[config.mk]
export PLATFORM = sky130hd
export DESIGN_NAME = mcycle_sequencer
export DESIGN_NICKNAME = d
export VERILOG_FILES = /design/src/rtl/mcycle_sequencer_pkg.sv /design/src/rtl/mcycle_wait_ctr.sv /design/src/rtl/mcycle_sequencer.sv
export SDC_FILE = /design/constraint.sdc
export NUM_CORES = 1
export LEC_CHECK = 0
export CAP_MARGIN = 20
export CORE_ASPECT_RATIO = 1.75
export CORE_UTILIZATION = 45
export CTS_BUF_LIST = sky130_fd_sc_hd__clkbuf_16
export CTS_CLUSTER_SIZE = 8
export DETAILED_ROUTE_END_ITERATION = 12
export PLACE_DENSITY = 0.79
export SLEW_MARGIN = 20
export SYNTH_ARGS = -nofsm -noshare
export SYNTH_HDL_FRONTEND = slang
export SYNTH_SLANG_ARGS = --single-unit
[constraint.sdc]
create_clock -name clk -period 2.07 [get_ports clk]
set_input_delay 0.414 -clock clk [delete_from_list [all_inputs] [get_ports clk]]
set_output_delay 0.414 -clock clk [all_outputs]
set_load 0.02 [all_outputs]
[src/rtl/mcycle_sequencer_pkg.sv]
// Shared core definitions for the M-cycle/T-cycle sequencer.
// Holds the sequencer states, data-bus source selects and register codes.
package mcycle_sequencer_pkg;

    typedef enum logic [1:0] {
        ST_HOLD,
        ST_RUN,
        ST_WAIT,
        ST_HALT
    } seq_state_e;

    typedef enum logic [1:0] {
        DBUS_SBUS,
        DBUS_ALU,
        DBUS_MEM,
        DBUS_DEBUG
    } dbus_sel_e;

    localparam logic [2:0] REG_B  = 3'd0;
    localparam logic [2:0] REG_C  = 3'd1;
    localparam logic [2:0] REG_D  = 3'd2;
    localparam logic [2:0] REG_E  = 3'd3;
    localparam logic [2:0] REG_H  = 3'd4;
    localparam logic [2:0] REG_L  = 3'd5;
    localparam logic [2:0] REG_HL = 3'd6;
    localparam logic [2:0] REG_A  = 3'd7;

    // Decoder M-cycle count clamped to 1..maxv.
    function automatic int sat_count(input int v, input int maxv);
        if (v < 1) return 1;
        if (v > maxv) return maxv;
        return v;
    endfunction

endpackage

[src/rtl/mcycle_wait_ctr.sv]
// Memory wait-state counter; flags the final permitted wait clock.
module mcycle_wait_ctr
    import mcycle_sequencer_pkg::*;
#(
    parameter int WAIT_MAX = 15
) (
    input  logic clk_i,
    input  logic rst_i,
    input  logic inc_i,
    output logic timeout_o
);

    localparam int CW = $clog2(WAIT_MAX + 1);

    logic [CW-1:0] cnt_q;
    logic [CW-1:0] cnt_d;

    always_ff @(posedge clk_i or posedge rst_i) begin
        if (rst_i) cnt_q <= '0;
        else       cnt_q <= cnt_d;
    end

    always_comb begin
        cnt_d = '0;
        if (inc_i) begin
            if (cnt_q != CW'(WAIT_MAX)) cnt_d = cnt_q + 1'b1;
            else                        cnt_d = cnt_q;
        end
    end

    assign timeout_o = (cnt_q >= CW'(WAIT_MAX - 1));

endmodule

[src/rtl/mcycle_sequencer.sv]
// M-cycle/T-cycle timing sequencer: cycle position, memory strobes,
// wait states with timeout, opcode-fetch overlap and HALT/wake.
module mcycle_sequencer
    import mcycle_sequencer_pkg::*;
#(
    parameter int T_PER_M  = 4,
    parameter int MAX_M    = 6,
    parameter int WAIT_MAX = 15,
    parameter int TW       = $clog2(T_PER_M),
    parameter int MW       = $clog2(MAX_M + 1)
) (
    input  logic          clk,
    input  logic          rst,
    input  logic [MW-1:0] m_count,
    input  logic          mem_req_rd,
    input  logic          mem_req_wr,
    input  logic          mem_ready,
    input  logic          halt_req,
    input  logic          wake,
    output logic [MW-1:0] m_cycle,
    output logic [TW-1:0] t_cycle,
    output logic          m1t1,
    output logic          last_m,
    output logic          writeback,
    output logic          rd,
    output logic          wr,
    output logic          fetch_en,
    output logic          stall,
    output logic          halted,
    output logic          bus_err
);

    localparam logic [TW-1:0] T_STB  = TW'(T_PER_M - 2);
    localparam logic [TW-1:0] T_LAST = TW'(T_PER_M - 1);

    seq_state_e    state_q, state_d;
    logic [MW-1:0] m_q, m_d;
    logic [TW-1:0] t_q, t_d;
    logic [MW-1:0] mcnt_q, mcnt_d;
    logic          req_rd_q, req_rd_d;
    logic          req_wr_q, req_wr_d;
    logic          berr_q, berr_d;
    logic          timeout;
    logic          wait_inc;
    logic          active;
    logic          final_m;
    logic          at_stb;
    logic          at_last;

    always_ff @(posedge clk or posedge rst) begin
        if (rst) begin
            state_q  <= ST_HOLD;
            m_q      <= '0;
            t_q      <= '0;
            mcnt_q   <= MW'(1);
            req_rd_q <= 1'b0;
            req_wr_q <= 1'b0;
            berr_q   <= 1'b0;
        end else begin
            state_q  <= state_d;
            m_q      <= m_d;
            t_q      <= t_d;
            mcnt_q   <= mcnt_d;
            req_rd_q <= req_rd_d;
            req_wr_q <= req_wr_d;
            berr_q   <= berr_d;
        end
    end

    assign active  = (state_q == ST_RUN) || (state_q == ST_WAIT);
    assign final_m = (m_q == mcnt_q - MW'(1));
    assign at_stb  = (t_q == T_STB);
    assign at_last = (t_q == T_LAST);

    assign m_cycle   = m_q;
    assign t_cycle   = t_q;
    assign m1t1      = (state_q == ST_RUN) && (m_q == '0) && (t_q == '0);
    assign last_m    = active && final_m;
    assign writeback = (state_q == ST_RUN) && at_last;
    // Final M-cycle overlaps the next opcode fetch; requests are ignored there.
    assign fetch_en  = at_stb && ((state_q == ST_HOLD) || (active && final_m));
    assign rd        = fetch_en
                     || (active && !final_m && at_stb && req_rd_q && !req_wr_q);
    assign wr        = active && !final_m && at_stb && req_wr_q;
    assign stall     = (state_q == ST_WAIT);
    assign halted    = (state_q == ST_HALT);
    assign bus_err   = berr_q;

    assign wait_inc = (state_q == ST_WAIT) && !mem_ready && !timeout;

    always_comb begin
        state_d  = state_q;
        m_d      = m_q;
        t_d      = t_q;
        mcnt_d   = mcnt_q;
        req_rd_d = req_rd_q;
        req_wr_d = req_wr_q;
        berr_d   = berr_q;
        if (m1t1) mcnt_d = MW'(sat_count(int'(m_count), MAX_M));
        unique case (state_q)
            ST_HOLD: begin
                if (at_last) begin
                    state_d = ST_RUN;
                    t_d     = '0;
                    m_d     = '0;
                end else begin
                    t_d = t_q + 1'b1;
                end
            end
            ST_RUN: begin
                if (t_q == '0) begin
                    req_rd_d = mem_req_rd;
                    req_wr_d = mem_req_wr;
                end
                if (at_stb && (rd || wr) && !mem_ready) begin
                    state_d = ST_WAIT;
                end else if (at_last) begin
                    t_d = '0;
                    if (final_m) begin
                        m_d = '0;
                        if (halt_req) state_d = ST_HALT;
                    end else begin
                        m_d = m_q + 1'b1;
                    end
                end else begin
                    t_d = t_q + 1'b1;
                end
            end
            ST_WAIT: begin
                if (mem_ready || timeout) begin
                    state_d = ST_RUN;
                    t_d     = t_q + 1'b1;
                    if (!mem_ready) berr_d = 1'b1;
                end
            end
            ST_HALT: begin
                m_d = '0;
                t_d = '0;
                if (wake) state_d = ST_RUN;
            end
            default: state_d = ST_HOLD;
        endcase
    end

    mcycle_wait_ctr #(
        .WAIT_MAX (WAIT_MAX)
    ) u_wait_ctr (
        .clk_i     (clk),
        .rst_i     (rst),
        .inc_i     (wait_inc),
        .timeout_o (timeout)
    );

endmodule
# Word level (Yosys, flattened, before mapping)

Cells that the tools add are included.

Register bits: 17
Input port bits: 10
Output and inout port bits: 14
Logic and storage cells: 92

$add $sub $neg: 4
Order comparisons: 3
Equality and inequality tests: 16
Mux-type cells: 28
Bitwise logic cells: 1
Reductions and logical operators: 32

Operator list:

| cell                                                                 | count |
|---|---|
| 3-bit two-way mux                                                    | 7 |
| 2-bit two-way mux                                                    | 10 |
| 2-bit case mux with 4 select lines                                   | 2 |
| 1-bit logical AND                                                    | 14 |
| 2-bit != test, second input constant                                 | 5 |
| 3-bit by 2-bit != test with 1-bit output, second input constant      | 3 |
| 3-bit case mux with 3 select lines                                   | 1 |
| 2-bit equality test, second input constant                           | 4 |
| 4-bit two-way mux                                                    | 2 |
| 1-bit two-way mux                                                    | 6 |
| 6-bit AND reduction                                                  | 1 |
| 1-bit logical OR                                                     | 5 |
| 4-bit by 1-bit adder with 4-bit output, second input constant        | 1 |
| 4-bit >= comparator, second input constant                           | 1 |
| 1-bit logical NOT                                                    | 4 |
| 2-bit logical NOT                                                    | 2 |
| 4-bit != test, second input constant                                 | 1 |
| 2-bit AND reduction                                                  | 2 |
| 4-bit AND reduction                                                  | 1 |
| 3-bit by 1-bit adder with 3-bit output, second input constant        | 1 |
| 3-bit equality test                                                  | 1 |
| 3-bit > comparator, second input constant                            | 1 |
| 3-bit logical NOT                                                    | 1 |
| 3-bit by 1-bit < comparator with 1-bit output, second input constant | 1 |
| other kinds (7)                                                      | 7 |

# Longest topological paths before layout

Depth after elaboration: 13
Gate-level depth with buffers: 6
Gate-level depth less buffers: 6

# Cells and area by module

Synthesis repeated with hierarchy kept, for this count alone.

Cells, all modules: 118
Area, all modules: 1,154.9 µm²

By module, submodules not included:

| module           | instances | cells an instance | area an instance (µm²) | seq. area each (µm²) |
|---|---|---|---|---|
| mcycle_sequencer | 1         | 95                | 922.1                  | 326.6 |
| mcycle_wait_ctr  | 1         | 23                | 232.7                  | 100.1 |

# Worst setup path after synthesis

Ideal clock, no wire load.

Kind: register to output
Start point: reg mcnt_q[0]
End point: out fetch_en
Data arrival time: 2,029 ps
Data required time: 1,656 ps
Path slack: -373 ps
Stages on the path, launching flop included: 7
Buffers on the path: 0
Path through: dfstp_2 -> inv_1 -> ha_1 -> xnor2_1 -> or3_1 -> nor2_1 -> o21a_1

Cells in the longest elaborated chain, start to end: 5

RTL lines:

| item                                        | line                   | RTL |
|---|---|---|
| start, declared                             | mcycle_sequencer.sv:39 | `logic [MW-1:0] mcnt_q, mcnt_d;` |
| start signal, assigned                      | mcycle_sequencer.sv:63 | `mcnt_q <= mcnt_d;` |
| 3-bit by 1-bit subtractor with 3-bit output | mcycle_sequencer.sv:71 | `assign final_m = (m_q == mcnt_q - MW'(1));` |
| 3-bit equality test                         | mcycle_sequencer.sv:71 |  |
| 1-bit logical AND                           | --                     |  |
| named net last_m                            | mcycle_sequencer.sv:23 | `output logic last_m,` |
| 1-bit logical OR                            | mcycle_sequencer.sv:81 | `assign fetch_en = at_stb && ((state_q == ST_HOLD) \|\| (active && final_m));` |
| 1-bit logical AND                           | mcycle_sequencer.sv:81 |  |
| end, declared                               | mcycle_sequencer.sv:27 | `output logic fetch_en,` |

The timed path passes the listed nets, and every way through them passes these cells.

# Final worst setup path

Start point: reg mcnt_q[0]
End point: out fetch_en

Cells in the longest elaborated chain, start to end: 5

RTL lines:

| item                                        | line |
|---|---|
| 3-bit by 1-bit subtractor with 3-bit output | mcycle_sequencer.sv:71 |
| 3-bit equality test                         | mcycle_sequencer.sv:71 |
| 1-bit logical AND                           | mcycle_sequencer.sv:81 |
| 1-bit logical OR                            | mcycle_sequencer.sv:81 |
| 1-bit logical AND                           | mcycle_sequencer.sv:81 |

Every way passes these cells.

==> impl_results.rst <==
.. list-table::
   :header-rows: 1

   * - Metric
     - Value
   * - Final global-route overflow total
     - 0
   * - Clock root buffer
     - sky130_fd_sc_hd__clkbuf_16
   * - CP max-delay cell
     - sky130_fd_sc_hd__dfstp_2
   * - Worst rel slew slack
     - 0.575
   * - Endpoint arrival time on the critical path
     - 2010 ps
   * - Power density cells
     - 1830 mW/mm2
   * - Largest voltage drop on the vdd net
     - 0.000899 V
   * - Maximum achievable frequency
     - 0.412 GHz
   * - Part of the Yosys area used for sequential elements
     - 0.384
   * - Number of enable-type register cells in the synthesized netlist
     - 0
   * - DR iter-0 viols
     - 32
   * - #FFs+latches synth
     - 17
   * - Area delta synth->final
     - 53.2%
   * - Largest delay contributor family on the critical path
     - simple AND/OR/NAND/NOR gates
   * - Critical Path Max Stage Delay
     - 530 ps
   * - Final Slew Violations
     - 0
   * - Total number of clock tree sinks
     - 17
   * - Critical path endpoint category
     - output pin
   * - Tightest Hold Check Type
     - reg -> reg
   * - Failing checks
     - negative setup slack
   * - Multi-input gate area
     - 702 um2
   * - Initial standard-cell utilization of the core
     - 0.483
   * - Total Nets Final
     - 192
   * - Number of buffers created by CTS
     - 3
   * - Depth of the critical timing path with buffers and inverters included
     - 7
   * - Endpoints failing setup
     - 9
   * - Warning count from the yosys run
     - 0
   * - Clock network latency to the later pin of the worst-skew pair
     - 250 ps
   * - Final WL
     - 3200 um
   * - Main flop type after synthesis
     - sky130_fd_sc_hd__dfrtp_1
   * - Net switching component of the power
     - 1.31 mW
   * - Antenna fix cells
     - 0
   * - Reg-to-reg critical path startpoint
     - mcnt_q[0]
   * - Synth Instances
     - 121
   * - Cell Chain, Critical Path
     - inv_2 > ha_4 > xnor2_2 > or3_4 > nor2_4 > o21a_4 > buf_6
   * - Number of ports placed on the die boundary
     - 24
   * - Final count of hold timing violations
     - 0
   * - Most frequent cell after synthesis
     - sky130_fd_sc_hd__inv_1
   * - Avg Cell Area, Syn
     - 9.19 um2
   * - First-pass GRT wire length
     - 5020 um
   * - Via count of the first global-routing pass
     - 1171
   * - Count of cell types in the netlist
     - 32
   * - Post-route DRC violation count
     - 0
   * - Number of nets in the synthesized netlist
     - 143
   * - Number of detailed-route iterations in the first pass
     - 4
   * - Leakage power summed over all cells
     - 0.836 nW
   * - Worst-path maximum fanout
     - 3
   * - Placed cell count
     - 186
   * - Post-CTS clock slew at the launch and capture registers of the worst setup and hold paths
     - 50 ps
   * - Proportion of power drawn by the clock network
     - 0.128
   * - Kind of critical path
     - reg -> out
   * - Core area
     - 0.00230 mm2
   * - Timing endpoint of the critical path
     - fetch_en
   * - Worst path setup slack after routing
     - -358 ps
   * - Post-synthesis instance area
     - 0.00111 mm2
   * - Total of max-cap violations
     - 0
   * - RSZ-0062 raised after global routing
     - true
   * - FF-to-FF path depth
     - 8
   * - Internal Power
     - 1.81 mW
   * - Comb power frac
     - 0.697
   * - Sequential cell area
     - 428 um2
   * - Worst Setup Start Kind
     - register
   * - Fin crit period
     - 2430 ps
   * - Slew at the pin closest to its max-slew limit
     - 637 ps
   * - DIE HEIGHT
     - 67.8 um
   * - Maximum root-to-sink buffer count
     - 2
   * - RR Endpoint
     - m_cycle[2]
   * - Largest net degree at the start of global routing
     - 18
   * - Average wire per standard cell
     - 16.5 um
   * - Routed vias/inst
     - 5.64
   * - Global router's overall resource usage
     - 0.276
   * - Post-synth top area share
     - 0.360
   * - Leading cell types by total area after synthesis
     - sky130_fd_sc_hd__dfrtp_1, sky130_fd_sc_hd__ha_1, sky130_fd_sc_hd__inv_1
   * - X dimension of the die
     - 39.6 um
   * - Antenna violations before repair
     - 0
   * - Port Buf Inserts
     - 23
   * - Net switching fraction of the power
     - 0.419
   * - Count of antenna-violating nets left after detailed routing
     - 0
   * - Async SR Flop Fraction
     - 1.00
   * - # fillers
     - 162
   * - Area of the die
     - 0.00268 mm2
   * - Final critical-path share of the clock period
     - 1.17
   * - Final hold slack
     - 486 ps
   * - Clock tree from TritonCTS
     - done
   * - Gp weighted congestion
     - 0.937
   * - Post-Route Skew
     - 1.28 ps
   * - Data required time at the worst endpoint
     - 1660 ps
   * - Worst setup path startpoint
     - mcnt_q[0]
   * - Result of the run
     - complete, but fails checks
   * - Htree depth
     - 1
   * - Sequential fraction of design power
     - 0.175
   * - Share of cells above drive strength 1
     - 0.302
   * - Register-to-register setup slack
     - -240 ps
   * - Estimated wirelength of the detail-placed design
     - 2280 um
   * - Number of placement rows
     - 23
   * - DR vias
     - 1094
   * - Most used standard cells in the synthesized netlist
     - sky130_fd_sc_hd__inv_1, sky130_fd_sc_hd__dfrtp_1, sky130_fd_sc_hd__ha_1, sky130_fd_sc_hd__nor2_1
   * - Final standard cell count with taps included and fillers excluded
     - 194
   * - Cell accounting for the most synthesized area
     - sky130_fd_sc_hd__dfrtp_1
   * - CP Buf/Inv Count
     - 2
## layer usage
layer	GRT usage	wire length, um	up-vias
met3	0.0724	104	15
li1	-	-	514
met1	0.247	1100	535
met2	0.494	1850	30
met5	0	0	-
met4	0.194	142	0
## kinds of logic after synthesis
family / share of synthesized area
compound gates: 0.163
xor+xnor: 0.0461
fa+ha+maj: 0.135
buf+inv: 0.0607
flops: 0.384
mux: 0.0484
simple gates: 0.163
## power by group through the flow
stage | registers [mW] | logic [mW] | clock network, mW
floorplan | 0.609 | 0.954 | 0
detailed placement | 0.548 | 1.75 | 0
CTS | 0.544 | 2.02 | 0.397
global route | 0.565 | 2.32 | 0.414
global placement | 0.541 | 1.68 | 0
finish | 0.548 | 2.17 | 0.400
## flip-flops by register name (all words and copies together) (netlist names)
name,cells
m_cycle,3
u_wait_ctr.cnt_q,4
req_rd_q,1
bus_err,1
t_cycle,2
mcnt_q,3
req_wr_q,1
state_q,2
## final cells by class
type / instances / share of cell area
flip-flops and latches: 17 / 0.251
repair buffers: 44 / 0.232
multi-input cells: 86 / 0.412
inverters: 18 / 0.0396
clock inverters: 1 / 0.00294
clock buffers: 3 / 0.0441
well taps: 25 / 0.0184
## what timing repair did
item,in CTS,in global routing
buffers inserted,3,1
hold endpoints to repair,0,0
gates resized for setup,34,7
pin swaps,6,5
hold buffers,0,0
setup endpoints to repair,10,11
## cell usage in the layout (no fill, tap or decap), types with 3 or more instances in the layout
cell type,Yosys,routed
sky130_fd_sc_hd__buf_4,0,20
sky130_fd_sc_hd__inv_1,18,17
sky130_fd_sc_hd__dfrtp_1,16,15
sky130_fd_sc_hd__clkdlybuf4s50_1,0,15
sky130_fd_sc_hd__nor2_1,12,10
sky130_fd_sc_hd__nand2_1,10,10
sky130_fd_sc_hd__ha_1,12,10
sky130_fd_sc_hd__o21ai_0,10,8
sky130_fd_sc_hd__buf_6,0,5
sky130_fd_sc_hd__nand2b_1,3,3
sky130_fd_sc_hd__clkbuf_16,0,3
sky130_fd_sc_hd__dlygate4sd2_1,0,3
## worst min path at each step
stage | from | to | slack [ps] | cells past startpoint
after detailed placement | bus_err | bus_err | 480 | 1
after global placement | bus_err | bus_err | 460 | 1
after global routing | bus_err | bus_err | 510 | 1
after floorplan | rst | bus_err | 340 | 1
after CTS | bus_err | bus_err | 490 | 1
final | bus_err | bus_err | 490 | 1
## worst register-to-register path, cell delays in order (launching register included)
cell and delay [ps]:
sky130_fd_sc_hd__dfstp_2 530, sky130_fd_sc_hd__inv_2 50, sky130_fd_sc_hd__ha_4 220, sky130_fd_sc_hd__xnor2_2 140, sky130_fd_sc_hd__buf_4 140, sky130_fd_sc_hd__buf_6 110, sky130_fd_sc_hd__o31a_1 330, sky130_fd_sc_hd__o2111a_1 300
sky130_fd_sc_hd__a221o_1 350
## through the flow
step                      setup WS (ps)  TNS (ps)  power [mW]   util  area [um2]
after floorplan                    -119      -182        1.56      -        1140
after global placement             -566     -2010        2.22  0.665        1530
after CTS                          -340     -1560        2.96  0.726        1670
final                              -358     -1790        3.12  0.740        1700
after detailed placement           -602     -2180        2.29  0.665        1530
after global routing               -402     -2250        3.30  0.740        1700
No activity file was read; power rests on OpenSTA's default activity.
